==> src/rtl/mem_arb_pkg.sv <==
// Shared types and default widths for the CPU/DMA memory arbiter.
package mem_arb_pkg;

    localparam int AW_DEFAULT = 32;
    localparam int DW_DEFAULT = 32;

    typedef enum logic {
        IDLE  = 1'b0,
        SERVE = 1'b1
    } arb_state_t;

    typedef enum logic {
        PORT_CPU = 1'b0,
        PORT_DMA = 1'b1
    } arb_port_t;

endpackage

==> src/rtl/arb_pick.sv <==
// Combinational winner selection between the CPU and DMA requesters.
// ARB_ROUND_ROBIN_EN selects alternating tie-break; otherwise the CPU always wins ties.
module arb_pick
    import mem_arb_pkg::*;
(
    input  logic [1:0] req,
    input  arb_port_t  last,
    output logic       gnt_valid,
    output arb_port_t  gnt_port
);

    always_comb begin
        gnt_valid = req[0] | req[1];
        gnt_port  = PORT_CPU;
        if (req[0] && req[1]) begin
`ifdef ARB_ROUND_ROBIN_EN
            // Favour whichever port did not win the previous grant.
            gnt_port = (last == PORT_CPU) ? PORT_DMA : PORT_CPU;
`else
            gnt_port = PORT_CPU;
`endif
        end else if (req[1]) begin
            gnt_port = PORT_DMA;
        end
    end

`ifndef ARB_ROUND_ROBIN_EN
    // last only matters for round-robin tie-breaking.
    logic unused_last;
    assign unused_last = last;
`endif

endmodule

==> src/rtl/mem_arbiter.sv <==
// Two-port (CPU, DMA) arbiter for a single-ported memory: latch, one-cycle access, registered ack.
// Tie-break policy is set by ARB_ROUND_ROBIN_EN in arb_pick.
module mem_arbiter
    import mem_arb_pkg::*;
#(
    parameter int AW = AW_DEFAULT,
    parameter int DW = DW_DEFAULT
) (
    input  logic          clk,
    input  logic          rst,
    input  logic          cpu_req,
    input  logic          cpu_we,
    input  logic [AW-1:0] cpu_addr,
    input  logic [DW-1:0] cpu_wdata,
    output logic          cpu_ack,
    output logic [DW-1:0] cpu_rdata,
    input  logic          dma_req,
    input  logic          dma_we,
    input  logic [AW-1:0] dma_addr,
    input  logic [DW-1:0] dma_wdata,
    output logic          dma_ack,
    output logic [DW-1:0] dma_rdata,
    output logic          MemRead,
    output logic          MemWrite,
    output logic [AW-1:0] Address,
    output logic [DW-1:0] WriteData,
    input  logic [DW-1:0] ReadData,
    output logic          busy
);

    arb_state_t    state_q, state_d;
    arb_port_t     owner_q, owner_d;
    arb_port_t     last_q, last_d;
    logic          op_we_q, op_we_d;
    logic [AW-1:0] op_addr_q, op_addr_d;
    logic [DW-1:0] op_wdata_q, op_wdata_d;
    logic          cpu_ack_q, cpu_ack_d;
    logic          dma_ack_q, dma_ack_d;
    logic [DW-1:0] cpu_rdata_q, cpu_rdata_d;
    logic [DW-1:0] dma_rdata_q, dma_rdata_d;

    logic          gnt_valid;
    arb_port_t     gnt_port;

    arb_pick u_pick (
        .req       ({dma_req, cpu_req}),
        .last      (last_q),
        .gnt_valid (gnt_valid),
        .gnt_port  (gnt_port)
    );

    always_comb begin
        state_d     = state_q;
        owner_d     = owner_q;
        last_d      = last_q;
        op_we_d     = op_we_q;
        op_addr_d   = op_addr_q;
        op_wdata_d  = op_wdata_q;
        cpu_ack_d   = 1'b0;
        dma_ack_d   = 1'b0;
        cpu_rdata_d = cpu_rdata_q;
        dma_rdata_d = dma_rdata_q;

        case (state_q)
            IDLE: begin
                if (gnt_valid) begin
                    owner_d = gnt_port;
                    last_d  = gnt_port;
                    state_d = SERVE;
                    if (gnt_port == PORT_DMA) begin
                        op_we_d    = dma_we;
                        op_addr_d  = dma_addr;
                        op_wdata_d = dma_wdata;
                    end else begin
                        op_we_d    = cpu_we;
                        op_addr_d  = cpu_addr;
                        op_wdata_d = cpu_wdata;
                    end
                end
            end
            SERVE: begin
                // The latched access completes regardless of the requester's current req.
                state_d = IDLE;
                if (owner_q == PORT_CPU) begin
                    cpu_ack_d = 1'b1;
                    if (!op_we_q) cpu_rdata_d = ReadData;
                end else begin
                    dma_ack_d = 1'b1;
                    if (!op_we_q) dma_rdata_d = ReadData;
                end
            end
            default: state_d = IDLE;
        endcase
    end

    always_ff @(posedge clk) begin
        if (rst) begin
            state_q     <= IDLE;
            owner_q     <= PORT_CPU;
            last_q      <= PORT_DMA;
            op_we_q     <= 1'b0;
            op_addr_q   <= '0;
            op_wdata_q  <= '0;
            cpu_ack_q   <= 1'b0;
            dma_ack_q   <= 1'b0;
            cpu_rdata_q <= '0;
            dma_rdata_q <= '0;
        end else begin
            state_q     <= state_d;
            owner_q     <= owner_d;
            last_q      <= last_d;
            op_we_q     <= op_we_d;
            op_addr_q   <= op_addr_d;
            op_wdata_q  <= op_wdata_d;
            cpu_ack_q   <= cpu_ack_d;
            dma_ack_q   <= dma_ack_d;
            cpu_rdata_q <= cpu_rdata_d;
            dma_rdata_q <= dma_rdata_d;
        end
    end

    // Strobes are gated by rst so a reset landing in SERVE never writes memory.
    assign busy      = (state_q == SERVE);
    assign MemRead   = busy & ~op_we_q & ~rst;
    assign MemWrite  = busy &  op_we_q & ~rst;
    assign Address   = busy ? op_addr_q  : '0;
    assign WriteData = busy ? op_wdata_q : '0;

    assign cpu_ack   = cpu_ack_q;
    assign dma_ack   = dma_ack_q;
    assign cpu_rdata = cpu_rdata_q;
    assign dma_rdata = dma_rdata_q;

endmodule

==> config.mk <==
export PLATFORM = sky130hd
export DESIGN_NAME = mem_arbiter
export DESIGN_NICKNAME = d
export VERILOG_FILES = /design/src/rtl/mem_arb_pkg.sv /design/src/rtl/arb_pick.sv /design/src/rtl/mem_arbiter.sv
export SDC_FILE = /design/constraint.sdc
export NUM_CORES = 1
export LEC_CHECK = 0
export CORE_MARGIN = 2
export CORE_UTILIZATION = 43
export DETAILED_ROUTE_END_ITERATION = 10
export GPL_ROUTABILITY_DRIVEN = 0
export HOLD_SLACK_MARGIN = 0.12
export PLACE_DENSITY = 0.86
export REMOVE_ABC_BUFFERS = 1
export SYNTH_ARGS = -nofsm -noshare
export SYNTH_HDL_FRONTEND = slang
export SYNTH_HIERARCHICAL = 1
export SYNTH_SLANG_ARGS = --single-unit
==> constraint.sdc <==
create_clock -name clk -period 2.5 [get_ports clk]
set_input_delay 0.75 -clock clk [delete_from_list [all_inputs] [get_ports clk]]
set_output_delay 0.75 -clock clk [all_outputs]
set_load 0.02 [all_outputs]
# [Word-level counts from Yosys, hierarchy flattened]
# Index checks and enable logic that the tools add are counted.
[totals] regBits=133 latch_bits=0 ram_bits=0 mem_bits_ro=0 input_bits=166 output_inout_bits=133 wordCells=34 mem_count=0
[op_classes] add_sub_neg=0 multipliers=0 div_mod_pow=0 magnitude_cmp=0 eq_ne=0 n_shift=0 mux=11 bitwise=9 n_reduce_logical=5
[ops] cell="$mux 32" n=4
[ops] cell="$mux 1" n=6
[ops] cell="$reduce_and 3->1" n=2
[ops] cell="$and 1x1->1" n=4
[ops] cell="$not 1->1" n=4
[ops] cell="$pmux 1 s2" n=1
[ops] cell="$reduce_and 2->1" n=1
[ops] cell="$reduce_or 2->1" n=1
[ops] cell="$logic_and 1x1->1" n=1
[ops] cell="$or 1x1->1" n=1

# [Logic depth before layout (Yosys ltp)]
[logic_depth] word_depth=3 depth_mapped=7 ltp_nobuf=4

# [Hierarchy]
# The synthesis kept the hierarchy.
[by_module_without_submodules] mod="mem_arbiter" n_inst=1 cells_each=717 area_each_um2=5696.7
[by_module_without_submodules] mod="arb_pick" n_inst=1 cells_each=2 area_each_um2=12.5

# [Worst setup path after synthesis]
# Ideal clock, no wire load.
[synth_timing] path_kind="input to output" start="input port rst" end="output port MemRead" t_arrival_ps=1356 path_slack_ps=394 path_stages=3 path_buffers=1 cell_sequence="buf_2 nand2b_1 nor2_1"
[synth_via] elab_chain_cells=2
[synth_rtl] element="start, declared" line="mem_arbiter.sv:10" source="input logic rst,"
[synth_rtl] element="$not 1->1" line="mem_arbiter.sv:124" source="assign MemRead = busy & ~op_we_q & ~rst;"
[synth_rtl] element="$and 1x1->1" line="mem_arbiter.sv:124"
[synth_rtl] element="end, declared" line="mem_arbiter.sv:23" source="output logic MemRead,"
# No other way between the ends.

# [Worst setup path in the final report]
[layout_timing] start="register state_q (netlist: busy)" end="output port busy"
[layout_lines] element="start, declared" line="mem_arbiter.sv:31" source="arb_state_t state_q, state_d;"
[layout_lines] element="start signal, assigned" line="mem_arbiter.sv:109" source="state_q <= state_d;"
[layout_lines] element="end, declared" line="mem_arbiter.sv:28" source="output logic busy"
# No word-level cell between the ends.

==> PnR_summary.wiki <==
{| class="wikitable"
! Metric !! Value
|-
| Post-Syn Instances || 716
|-
| Worst Skew || 0.009461 ns
|-
| Number of clock buffers inserted by TritonCTS || 17
|-
| Setup repair after global routing missed its margin || false
|-
| Detailed Route WL || 19.65 mm
|-
| Final net count || 1157
|-
| Power Density || 645.4 nW/um2
|-
| Met1 track demand over resource in global routing || 29.73%
|-
| Port-buffer cells || 298
|-
| Worst Tran Pin Value || 0.8610 ns
|-
| Max Slew Vio Count || 0
|-
| Total setup violations reported at the end of the flow || 0
|-
| Crit end category || output port
|-
| Final antenna-violating net count || 0
|-
| Met2 Track Usage GR || 47.13%
|-
| Sequential fraction of design power || 38.8%
|-
| Clk Tree Root Cell || clkbuf_16
|-
| Startpoint Class || flip-flop
|-
| Type of the tightest min-delay check || reg -> reg
|-
| Peak supply drop || 0.4066 mV
|-
| Internal portion of total power || 4474 uW
|-
| Required time reported for the critical path endpoint || 1.75 ns
|-
| Switch Pwr || 1567 uW
|-
| Non-filler instance count after layout || 1176
|-
| Number of maximum-capacitance constraint violations || 0
|-
| Final worst path period share || 96.01%
|-
| Critical path arrival || 1.65 ns
|-
| Die outline area || 14150 um2
|-
| Summed instance area of the synthesized netlist || 5680 um2
|-
| Part of the power in the clock network || 43.8%
|-
| Crit Path Category || reg -> out
|-
| FP Rows || 41
|-
| Half-perimeter wire length after detailed placement || 13.58 mm
|-
| Layout cells sized above 1 || 8.068%
|-
| CTS Hold Buffers Added || 0
|-
| Max-slew headroom || 42.60%
|-
| Met3 routing resource usage after global routing || 11.11%
|-
| Starting density of the core || 44.47%
|-
| Ratio of routed vias to standard cells || 5.129
|-
| Leading cell type in the layout, fill and taps excluded || clkdlybuf4s50_1
|-
| Warnings, synthesis || 6
|-
| Post-synthesis average cell area || 7.934 um2
|-
| Clock tree from TritonCTS || built
|-
| Die outline width || 118.9 um
|-
| Final Hold Vio Count || 0
|-
| Post-layout min period || 2.400 ns
|-
| Drt wl/cell || 16.71 um
|-
| Initial detailed-routing violation count || 428
|-
| Remaining global-route overflow || 0
|-
| Vertical extent of the die || 118.9 um
|-
| Switching part of the total || 25.94%
|-
| Core occupancy in the finished layout || 73.28%
|-
| Filler cell count || 977
|-
| Length of the first detailed-routing pass in iterations || 5
|-
| Number of setup buffers added after CTS || 0
|-
| Via count of the first global-routing pass || 5991
|-
| Fraction of power consumed by combinational cells || 17.5%
|-
| Wire length of the first global-routing pass || 30.48 mm
|-
| Residual DRC count || 0
|-
| Top library cells by usage in the layout, fill and taps aside || clkdlybuf4s50_1 (237), nand2_1 (169), dfxtp_1 (132), a21oi_1 (104), nor2_1 (69)
|-
| Cell area after placement || 8805 um2
|-
| Placed cell count || 1144
|-
| Clock latency reported for the late side of the worst-skew pair || 0.42 ns
|-
| Overall track demand over capacity in global routing || 27.19%
|-
| Multi-input gate area || 2706 um2
|-
| Diodes inserted || 0
|-
| Clk buf depth || 2
|-
| FMAX || 416.6 MHz
|-
| Num Clock Sinks || 133
|-
| Total core area || 12770 um2
|-
| Peak fanout along the critical path || 29
|-
| Clock input transition at the sequential cells of the worst setup and hold paths || 0.05 ns
|-
| Sequential standard cell area || 2666 um2
|-
| Final instance area || 9360 um2
|-
| Detailed-route via count || 6032
|-
| Global-route layer with the greatest usage || met2
|-
| Outcome || completed
|-
| Number of top-level pins || 299
|-
| Antenna violations before repair || 1
|-
| Relative area change from synthesis to final layout || 64.78%
|-
| Leak pwr || 0.003725 uW
|-
| H-tree level count || 4
|-
| Maximum number of pins on one net before global-route repair || 75
|}
-- stage by stage --
stage | setup TNS, ns | setup WS (ns) | hold WS (ns) | power [uW]
2_1_floorplan | -154.61 | -2.593 | 0.4632 | 2842
3_3_place_gp | 0 | 0.01507 | 0.4409 | 3445
3_5_place_dp | -0.01089 | -0.01089 | 0.4456 | 3464
4_1_cts | 0 | 0.08252 | 0.4543 | 6064
5_1_grt | 0 | 0.05263 | 0.4705 | 6281
6_report | 0 | 0.09974 | 0.4524 | 6041
-- repair_timing --
item / CTS / global route
setup endpoints to repair: 60 / 0
gates resized for setup: 61 / 0
hold endpoints to repair: 0 / 0
-- cell type report --
| cell class | instances | area share, % |
|---|---|---|
| Sequential cell | 133 | 28.49 |
| Clock inverter | 15 | 2.165 |
| Inverter | 3 | 0.1203 |
| Clock buffer | 17 | 4.545 |
| Tap cell | 172 | 2.299 |
| Multi-Input combinational cell | 516 | 28.91 |
| Timing Repair Buffer | 320 | 33.47 |
-- final timing paths --
| check | to | cells past startpoint | startpoint | slack [ns] |
|---|---|---|---|---|
| max reg2reg | cpu_rdata[13] | 5 | busy | 0.93 |
| min | cpu_rdata[14] | 2 | cpu_rdata[14] | 0.45 |
| min reg2reg | cpu_rdata[14] | 2 | cpu_rdata[14] | 0.45 |
| max | busy | 2 | busy | 0.1 |
-- power groups by stage --
stage                     Sequential, uW  Combinational, uW  Clock, uW
final                               2340               1060       2640
after global routing                2360               1140       2780
after CTS                           2340               1060       2670
after detailed placement            2380               1080          0
after global placement              2380               1070          0
after floorplan                     2420                422          0
-- worst max-delay path: stages, from the launching register on --
cell and delay [ns]:
dfxtp_4 0.42, buf_12 0.19, clkdlybuf4s50_1 0.62
-- sequential cells by signal, summed over array words and instances, names as in the netlist --
signal	count
cpu_rdata	32
dma_rdata	32
op_addr_q	32
op_wdata_q	32
busy	1
cpu_ack	1
dma_ack	1
op_we_q	1
owner_q	1
-- metal layers --
layer / vias to the layer above / wire (um)
li1: 2935 / -
met1: 2791 / 7564
met2: 270 / 9546
met3: 36 / 2029
met4: 0 / 512
met5: - / 0
(Power assumes the default switching activity.)
